### config.mk
export PLATFORM = sky130hd
export DESIGN_NAME = serial_adder
export DESIGN_NICKNAME = d
export VERILOG_FILES = /design/src/rtl/serial_adder.sv
export SDC_FILE = /design/constraint.sdc
export NUM_CORES = 1
export LEC_CHECK = 0
export BUFFER_PORTS_ARGS = -buffer_cell sky130_fd_sc_hd__buf_2
export CAP_MARGIN = 20
export CORE_ASPECT_RATIO = 0.6
export CORE_MARGIN = 10
export CORE_UTILIZATION = 52
export CTS_BUF_LIST = sky130_fd_sc_hd__clkbuf_4 sky130_fd_sc_hd__clkbuf_8 sky130_fd_sc_hd__clkbuf_16
export DETAILED_ROUTE_END_ITERATION = 12
export GPL_TIMING_DRIVEN = 0
export PLACE_DENSITY_LB_ADDON = 0.25
export SYNTH_ARGS = -nofsm -noshare
export SYNTH_HDL_FRONTEND = slang
export SYNTH_SLANG_ARGS = --single-unit
### constraint.sdc
create_clock -name clk_in -period 1.38 [get_ports clk_in]
set_input_delay 0.138 -clock clk_in [delete_from_list [all_inputs] [get_ports clk_in]]
set_output_delay 0.138 -clock clk_in [all_outputs]
set_load 0.1 [all_outputs]
### src/rtl/serial_adder.sv
// Bit-serial WIDTH-bit adder: one full-adder cell plus a carry flop, LSB first.
// Optional signed-overflow output enabled by defining SERIAL_ADDER_OVERFLOW_EN.
module serial_adder #(
  parameter int WIDTH = 8
) (
  input  logic             clk_in,
  input  logic             rst_in,
  input  logic             start_in,
  input  logic [WIDTH-1:0] a_in,
  input  logic [WIDTH-1:0] b_in,
  input  logic             c_in,
  output logic             busy_out,
  output logic             done_out,
  output logic [WIDTH-1:0] sum_out,
`ifdef SERIAL_ADDER_OVERFLOW_EN
  output logic             overflow_out,
`endif
  output logic             carry_out
);

  localparam int CW = (WIDTH > 1) ? $clog2(WIDTH) : 1;
  localparam logic [CW-1:0] LAST = CW'(WIDTH - 1);

  typedef enum logic [1:0] {S_IDLE, S_RUN, S_DONE} state_t;

  state_t           r_state, w_state_nxt;
  logic [WIDTH-1:0] r_a_sr, r_b_sr, r_sum_sr;
  logic             r_cy;
  logic [CW-1:0]    r_cnt;
  logic             r_busy, r_done;
  logic             w_s, w_cy_nxt;

  assign w_s      = r_a_sr[0] ^ r_b_sr[0] ^ r_cy;
  assign w_cy_nxt = (r_a_sr[0] & r_b_sr[0]) | (r_a_sr[0] & r_cy) | (r_b_sr[0] & r_cy);

  always_comb begin
    w_state_nxt = r_state;
    case (r_state)
      S_IDLE:  if (start_in) w_state_nxt = S_RUN;
      S_RUN:   if (r_cnt == LAST) w_state_nxt = S_DONE;
      S_DONE:  w_state_nxt = S_IDLE;
      default: w_state_nxt = S_IDLE;
    endcase
  end

  // busy/done are flopped from the next state so they track the state register exactly.
  always_ff @(posedge clk_in) begin
    if (rst_in) begin
      r_state  <= S_IDLE;
      r_a_sr   <= '0;
      r_b_sr   <= '0;
      r_sum_sr <= '0;
      r_cy     <= 1'b0;
      r_cnt    <= '0;
      r_busy   <= 1'b0;
      r_done   <= 1'b0;
    end else begin
      r_state <= w_state_nxt;
      r_busy  <= (w_state_nxt != S_IDLE);
      r_done  <= (w_state_nxt == S_DONE);
      case (r_state)
        S_IDLE: if (start_in) begin
          r_a_sr <= a_in;
          r_b_sr <= b_in;
          r_cy   <= c_in;
          r_cnt  <= '0;
        end
        S_RUN: begin
          r_sum_sr <= {w_s, r_sum_sr[WIDTH-1:1]};
          r_a_sr   <= {1'b0, r_a_sr[WIDTH-1:1]};
          r_b_sr   <= {1'b0, r_b_sr[WIDTH-1:1]};
          r_cy     <= w_cy_nxt;
          r_cnt    <= r_cnt + 1'b1;
        end
        default: ;
      endcase
    end
  end

`ifdef SERIAL_ADDER_OVERFLOW_EN
  logic r_ovf;
  // On the last bit r_cy is the carry into the MSB and w_cy_nxt the carry out.
  always_ff @(posedge clk_in) begin
    if (rst_in)                                 r_ovf <= 1'b0;
    else if (r_state == S_RUN && r_cnt == LAST) r_ovf <= r_cy ^ w_cy_nxt;
  end
  assign overflow_out = r_ovf;
`endif

  assign busy_out  = r_busy;
  assign done_out  = r_done;
  assign sum_out   = r_sum_sr;
  assign carry_out = r_cy;

endmodule

==> results.yml, run 1 <==
status:
  status: "finished, final reports clean"
clocking:
  cts_resized: 0
  postCtsSetupBuffers: 0
  cts_buffers: 5
  max-clock-path-buffers: 2
  cts_tree: "built"
  cts_max_level: 2
  clock_sinks: 32
  clkLatencyLatePin_ns: 0.29
  clk_pin_slew_ns: 0.07
  cts-hold-fix-buffers: 0
  cts-root-buf: "clkbuf_8"
floorplanning:
  start_util_pct: 54.7
  coreArea_sq_um: 2500
  die_w_um: 86.3
  die-area_sq_um: 5160
  fp-row-count: 14
  ios: 31
  die_y_um: 59.8
worst_setup_path:
  critPathLaunch: "sum_out[4]"
  cpPeakStageDelay_ns: 0.44
  startpoint_type: "flip-flop"
  path_class: "reg2out"
  crit_fanout: 3
  setup.worst_path.end_class: "output port"
  rr_startpoint: "r_state[1]"
  critPathRequiredTime_ns: 1.24
  path_buf_inv: 1
  critPathTopFamily: "buffers and inverters"
  slowest_stage: "buf_2"
  worstPathArrival_ns: 1.11
  crit_chain: "buf_2"
timing:
  clock.fmax_ghz: 0.803
  tns_ns: 0
  worstMarginPinSlew_ns: 0.662
  final_hold_viol_count: 0
  skew_ns: 0.00961
  finalCriticalPeriod_ns: 1.25
  max_slew_margin_pct: 55.9
  slew_viol_final: 0
  finalSetupViolCount: 0
  rsz0062_at_grt: "false"
  finalCritPeriodShare_pct: 90.3
  hold_ws_ns: 0.0799
logic_synthesis:
  yosys_warnings: 0
  synthDistinctLibCells: 22
  syn_area_sq_um: 1370
  synth-seq-cells: 32
  seq_area_frac_synth_pct: 46.7
  synth.net_count: 158
  syn_inst: 135
  avgSynthCellArea_sq_um: 10.2
flow_run:
  drv_cap: 0
drt:
  ant_nets: 0
  dr.first_iter.drc_count: 85
  vias: 1072
  wl_um: 3230
  firstDrtPassIters: 4
  routedWlPerCell_um: 15.8
  drc: 0
  vias_per_cell: 5.23
hold_path:
  min_from: "rst_in"
  hold_path_class: "in2reg"
place:
  dp_hpwl_um: 2360
  gp_congestion: 0.750
  io_buffers: 30
  dpl.cell_count: 197
layout:
  fin_cells: 205
  drive_above_1_share_pct: 32.9
  diodes: 0
  area_growth_pct: 22.2
  nNetsFinal: 195
  mostFrequentLayoutCells: "buf_2, dfxtp_1, nor2_1"
power:
  p_per_area_nw_per_um2: 1340
  p_leak_nw: 0.735
  peakVddDrop_mv: 0.741
grt:
  first_global_vias: 1116
  overflow: 0
  antenna_found_initial: 0
  grt_pass1_wl_um: 5170
  grt_max_degree: 12
  grt_usage_pct: 13.0
metal layers:
| layer | GRT usage, % | up-vias | part of all wire (%) |
|---|---|---|---|
| li1 | - | 547 | - |
| met1 | 12.9 | 494 | 43 |
| met2 | 22.9 | 25 | 50 |
| met3 | 7.06 | 6 | 5.3 |
| met4 | 4.83 | 0 | 0.87 |
| met5 | 0 | - | 0 |
through the flow:
stage	util [%]	setup slack [ns]	area (sq um)	power (mW)
after floorplan	-	0.119	1380	1.28
after global placement	62.5	0.233	1570	1.34
after detailed placement	62.5	0.168	1570	1.36
after CTS	66.9	0.140	1680	2.24
after global routing	66.9	0.0903	1680	2.32
final	66.9	0.134	1680	2.24
power by group:
group / switching (mW) / internal [mW]
sequential: 0.0341 / 0.977
clock: 0.367 / 0.535
combinational: 0.204 / 0.126
registers in the layout, summed over array words and instances (netlist names):
name and cells:
r_cnt 3, busy_out 1, r_b_sr 8, carry_out 1, r_state 2, done_out 1, sum_out 8, r_a_sr 8
worst paths after layout:
check / to / slack (ns) / depth (start not counted)
setup / recovery: sum_out[4] / 0.13 / 1
hold / removal: r_state[0] / 0.08 / 2
setup reg to reg: r_a_sr[6] / 0.15 / 5
hold reg to reg: sum_out[0] / 0.46 / 2
synthesized netlist by cell type, drive strengths merged:
cell type,count,share of area (%)
a211oi,16,12
a21oi,8,2.9
a22oi,4,2.2
buf,9,6.2
clkbuf,2,0.55
dfxtp,32,47
fa,1,1.5
ha,2,1.8
mux2i,16,12
nand2,16,4.4
nand2b,2,0.91
nor2,21,6.1
nor2b,1,0.46
nor3b,3,1.6
o21ba,1,0.73
o21bai,1,0.55
area by class of cell:
class                   count  area, sq um
multi-input cells          92          638
flip-flops and latches     32          644
clock inverters             3         41.3
clock buffers               5         68.8
fillers                   203          830
well taps                  32         40.0
plain buffers              11         92.6
repair buffers             30          150
cells by family after synthesis:
| kind of cell | synth area share (%) |
|---|---|
| compound gates | 18.1 |
| mux | 11.7 |
| fa+ha+maj | 3.28 |
| flops | 46.7 |
| simple gates | 13.5 |
| buf+inv | 6.75 |
No activity file was read; power rests on OpenSTA's default activity.
==> run 2: changes to the inputs <==
--- a/config.mk
+++ b/config.mk
@@ -9,7 +9,7 @@
 export CAP_MARGIN = 20
 export CORE_ASPECT_RATIO = 0.6
 export CORE_MARGIN = 10
-export CORE_UTILIZATION = 52
+export CORE_UTILIZATION = 50
 export CTS_BUF_LIST = sky130_fd_sc_hd__clkbuf_4 sky130_fd_sc_hd__clkbuf_8 sky130_fd_sc_hd__clkbuf_16
 export DETAILED_ROUTE_END_ITERATION = 12
 export GPL_TIMING_DRIVEN = 0
==> run 2 against run 1 <==
- sequential cell count unchanged
- global-route usage shrank 0.37 points
- non-clock buffer count unchanged
- via count is the same
- register-to-register slack gained 0.02 ns
- sequential power about the same
- final cell count is 0.98% lower
- maximum frequency rose by 1.9%
- clock skew decreased by 0.0050 ns
- clock power decreased by 27%
- total power is 11% lower
- combinational power hardly changed
- critical path type unchanged
- critical endpoint is now sum_out[5]
- highest routed layer unchanged
==> results.yml, run 2 (synthesis gave the netlist of run 1 again) <==
clocking:
  cts_resized: 0
  clkLatencyLatePin_ns: 0.27
  cts_tree: "built"
  postCtsSetupBuffers: 0
  clk_pin_slew_ns: 0.06
  cts-hold-fix-buffers: 0
  max-clock-path-buffers: 2
  cts_max_level: 2
  cts-root-buf: "clkbuf_8"
  cts_buffers: 5
  clock_sinks: 32
place:
  dpl.cell_count: 197
  dp_hpwl_um: 2360
  io_buffers: 30
  gp_congestion: 0.730
timing:
  worstMarginPinSlew_ns: 0.627
  rsz0062_at_grt: "false"
  finalSetupViolCount: 0
  finalCritPeriodShare_pct: 88.6
  max_slew_margin_pct: 58.2
  skew_ns: 0.00465
  finalCriticalPeriod_ns: 1.22
  final_hold_viol_count: 0
  tns_ns: 0
  hold_ws_ns: 0.109
  slew_viol_final: 0
  clock.fmax_ghz: 0.818
power:
  pwr-share-comb_pct: 16.4
  switchingPower_mw: 0.539
  p_per_area_nw_per_um2: 1220
  intPower_mw: 1.46
  power_frac_seq_pct: 50.6
  p_leak_nw: 0.717
  peakVddDrop_mv: 0.498
  pwr-share-clk_pct: 33.0
  switching_share_pct: 27.0
layout:
  fillers: 218
  drive_above_1_share_pct: 32.2
  diodes: 0
  multi_input_area_sq_um: 638
  fin_cells: 203
  mostFrequentLayoutCells: "buf_2, dfxtp_1, nor2_1"
  ff_latch_area_sq_um: 644
  area_growth_pct: 19.7
  nNetsFinal: 195
grt:
  grt_max_degree: 11
  grt.met3_usage_pct: 5.21
  met1_usage_pct: 14.5
  first_global_vias: 1138
  top_usage_layer: "met2"
  grt_pass1_wl_um: 5350
  grt_usage_pct: 12.6
  grtUsageMet2_pct: 20.8
  antenna_found_initial: 0
  overflow: 0
drt:
  wl_um: 3090
  ant_nets: 0
  dr.first_iter.drc_count: 52
  firstDrtPassIters: 4
  vias: 1072
  routedWlPerCell_um: 15.2
  drc: 0
  vias_per_cell: 5.28
floorplanning:
  start_util_pct: 53.6
  ios: 31
  die-area_sq_um: 5310
  fp-row-count: 14
  die_y_um: 60.6
  coreArea_sq_um: 2560
  die_w_um: 87.6
worst_setup_path:
  reg2reg_slack_ns: 0.17
  crit_fanout: 3
  crit_chain: "buf_2"
  critPathRequiredTime_ns: 1.24
  critPathTopFamily: "buffers and inverters"
  r2r_cells: 5
  r2r-end: "r_a_sr[5]"
  worstPathArrival_ns: 1.08
  setup.worst_path.end_class: "output port"
  startpoint_type: "flip-flop"
  critPathLaunch: "sum_out[5]"
  path_class: "reg2out"
  rr_startpoint: "r_state[1]"
  cpPeakStageDelay_ns: 0.44
  cp.depth: 1
  crit_end: "sum_out[5]"
  slowest_stage: "buf_2"
  path_buf_inv: 1
status:
  status: "finished, final reports clean"
hold_path:
  hold_path_depth: 2
  hold_path_class: "in2reg"
  min_from: "rst_in"
flow_run:
  drv_cap: 0
## run 2: changes by cell type in the layout (fill, tap and decap cells not counted), sizes merged
| cell | delta |
|---|---|
| clkbuf | +1 |
| clkinv | -1 |
| inv | -1 |
| bufinv | -1 |
## run 2: layer usage
layer	share of wire (%)	up-vias	wire, um
met5	0	-	0
met4	0.87	0	27
met3	6.1	5	188
met2	50	22	1540
met1	43	505	1330
li1	-	540	-
## run 2: final cells by class
class / instances / share of cell area [%]
multi-input combinational: 92 / 38.9
sequential: 32 / 39.3
buffer: 11 / 5.64
clock buffer: 6 / 4.65
tap: 32 / 2.44
timing repair buffer: 30 / 9.15
## run 2: how the worst min path moves through the flow
| stage | endpoint | slack [ns] |
|---|---|---|
| floorplan | done_out | 0.21 |
| global placement | done_out | 0.38 |
| detailed placement | done_out | 0.38 |
| CTS | done_out | 0.10 |
| global route | r_state[0] | 0.12 |
| finish | done_out | 0.11 |
## run 2: power groups by stage
| stage | clock (mW) | sequential [mW] | combinational [mW] |
|---|---|---|---|
| floorplan | 0 | 1.09 | 0.188 |
| global placement | 0 | 1.03 | 0.316 |
| detailed placement | 0 | 1.03 | 0.329 |
| CTS | 0.667 | 1.01 | 0.330 |
| global route | 0.708 | 1.02 | 0.357 |
| finish | 0.659 | 1.01 | 0.328 |
## run 2: worst register-to-register path, delay by kind of cell, from the launching register on
family                 cells  cell delay, ns
flip-flops                 1            0.40
buffers and inverters      2            0.28
AO/OA/AOI/OAI              1            0.25
AND/OR/NAND/NOR            2            0.17
## run 2: per-stage QoR
stage / setup WS, ns / total power, mW / cell area (sq um) / util (%)
4_1_cts: 0.156 / 2.01 / 1640 / 64.2
3_5_place_dp: 0.167 / 1.36 / 1570 / 61.2
5_1_grt: 0.0285 / 2.08 / 1640 / 64.2
6_report: 0.158 / 2.00 / 1640 / 64.2
3_3_place_gp: 0.233 / 1.34 / 1570 / 61.2
2_1_floorplan: 0.119 / 1.28 / 1380 / -
==> run 3: changes to the inputs <==
--- a/config.mk
+++ b/config.mk
@@ -5,12 +5,13 @@
 export SDC_FILE = /design/constraint.sdc
 export NUM_CORES = 1
 export LEC_CHECK = 0
+export ABC_CLOCK_PERIOD_IN_PS = 1380
 export BUFFER_PORTS_ARGS = -buffer_cell sky130_fd_sc_hd__buf_2
 export CAP_MARGIN = 20
 export CORE_ASPECT_RATIO = 0.6
 export CORE_MARGIN = 10
 export CORE_UTILIZATION = 50
-export CTS_BUF_LIST = sky130_fd_sc_hd__clkbuf_4 sky130_fd_sc_hd__clkbuf_8 sky130_fd_sc_hd__clkbuf_16
+export CTS_BUF_LIST = sky130_fd_sc_hd__clkbuf_8 sky130_fd_sc_hd__clkbuf_16
 export DETAILED_ROUTE_END_ITERATION = 12
 export GPL_TIMING_DRIVEN = 0
 export PLACE_DENSITY_LB_ADDON = 0.25
==> constraint.sdc (replaced) <==
create_clock -name clk_in -period 1.38 [get_ports clk_in]
set_input_delay 0.069 -clock clk_in [delete_from_list [all_inputs] [get_ports clk_in]]
set_output_delay 0.069 -clock clk_in [all_outputs]
set_load 0.1 [all_outputs]
==> run 3 against run 2 <==
- sequential cell count stayed put
- combinational power barely moved
- core utilization is 0.15 points lower
- cell area shrank 0.23%
- sequential share of layout area rose by 0.090 points
- hold slack worse by 0.069 ns
==> results.yml, run 3 (synthesis gave the netlist of run 1 again) <==
worst_setup_path:
  slowest_stage: "dfxtp_1"
  worstPathArrival_ns: 1.38
  rr_startpoint: "r_state[1]"
  crit_end: "r_a_sr[5]"
  startpoint_type: "flip-flop"
  crit_fanout: 10
  critPathRequiredTime_ns: 1.55
  critPathLaunch: "r_state[1]"
  path_class: "reg2reg"
  r2r-end: "r_a_sr[5]"
  r2r_cells: 5
  reg2reg_slack_ns: 0.17
  crit_chain: "nand2b_1 -> buf_4 -> buf_6 -> nor2_1 -> a211oi_1"
  cpPeakStageDelay_ns: 0.40
  setup.worst_path.end_class: "flip-flop"
timing:
  finalSetupViolCount: 0
  layout_setup_ws_ns: 0.169
  worstMarginPinSlew_ns: 0.615
  clock.fmax_ghz: 0.826
  finalCritPeriodShare_pct: 87.7
  slew_viol_final: 0
  finalCriticalPeriod_ns: 1.21
  max_slew_margin_pct: 59.0
  final_hold_viol_count: 0
  tns_ns: 0
  skew_ns: 0.00480
  rsz0062_at_grt: "false"
layout:
  mostFrequentLayoutCells: "buf_2, dfxtp_1, nor2_1"
  area_growth_pct: 19.4
  diodes: 0
  ff_latch_area_sq_um: 644
  nNetsFinal: 195
  drive_above_1_share_pct: 31.6
  multi_input_area_sq_um: 638
  fillers: 220
  post-route-util_pct: 64.0
hold_path:
  hold_path_class: "in2reg"
grt:
  grt_usage_pct: 12.6
  met1_usage_pct: 14.5
  overflow: 0
  top_usage_layer: "met2"
  grt.met3_usage_pct: 5.21
  grt_pass1_wl_um: 5350
  grt_max_degree: 11
  antenna_found_initial: 0
  first_global_vias: 1138
  grtUsageMet2_pct: 20.8
floorplanning:
  start_util_pct: 53.6
  coreArea_sq_um: 2560
  die-area_sq_um: 5310
  fp-row-count: 14
  die_y_um: 60.6
  ios: 31
  die_w_um: 87.6
power:
  peakVddDrop_mv: 0.496
  p_per_area_nw_per_um2: 1200
  p_leak_nw: 0.717
drt:
  ant_nets: 0
  wl_um: 3100
  firstDrtPassIters: 4
  dr.first_iter.drc_count: 52
  routedWlPerCell_um: 15.2
  vias: 1073
  drc: 0
  vias_per_cell: 5.29
place:
  io_buffers: 30
  place_ws_ns: 0.167
  gp_congestion: 0.730
  dp_hpwl_um: 2360
clocking:
  postCtsSetupBuffers: 0
  cts_tree: "built"
  clk_pin_slew_ns: 0.06
  max-clock-path-buffers: 2
  clkLatencyLatePin_ns: 0.27
  cts-root-buf: "clkbuf_8"
  clock_sinks: 32
  cts-hold-fix-buffers: 0
  cts_resized: 0
  cts_max_level: 2
  cts_buffers: 5
status:
  status: "finished, final reports clean"
flow_run:
  drv_cap: 0
## run 3: cell types whose count changed in the layout (fill, tap and decap cells not counted)
cell	before	now
inv_1	0	1
clkbuf_4	1	0
## run 3: worst min-delay path by stage
stage / to / cells past startpoint / from
CTS: done_out / 2 / rst_in
global route: r_state[0] / 2 / rst_in
floorplan: done_out / 1 / rst_in
finish: done_out / 2 / rst_in
global placement: done_out / 2 / rst_in
detailed placement: done_out / 2 / rst_in
## run 3: area by class of cell
cell class / count / area share (%)
clock inverter: 1 / 0.229
timing repair buffer: 30 / 9.17
multi-input combinational: 92 / 39.0
clock buffer: 5 / 4.20
buffer: 11 / 5.65
sequential: 32 / 39.3
tap: 32 / 2.44
## run 3: worst max-delay path: cells and delay by family, from the launching register on
family,cells,cell delay [ns]
flip-flops,1,0.40
AND/OR/NAND/NOR,2,0.17
buffers and inverters,2,0.28
AO/OA/AOI/OAI,1,0.25
## run 3: where the power goes
part	internal, mW	leakage (nW)	total (mW)	switching (mW)
sequential	0.977	0.263	1.01	0.0336
combinational	0.127	0.413	0.328	0.201
clock	0.328	0.0413	0.631	0.303
## run 3: stage by stage
stage          instance area (sq um)  power (mW)  std cells  hold slack (ns)
2_1_floorplan                   1380        1.28        135            0.145
3_3_place_gp                    1570        1.34        197            0.309
3_5_place_dp                    1570        1.36        197            0.316
4_1_cts                         1640        1.98        203           0.0321
5_1_grt                         1640        2.06        203           0.0488
6_report                        1640        1.97        203           0.0399
## run 3: layer usage
layer	vias to the layer above	wire (um)
met5	-	0
met3	4	183
met2	20	1550
met1	510	1340
li1	539	-
met4	0	26
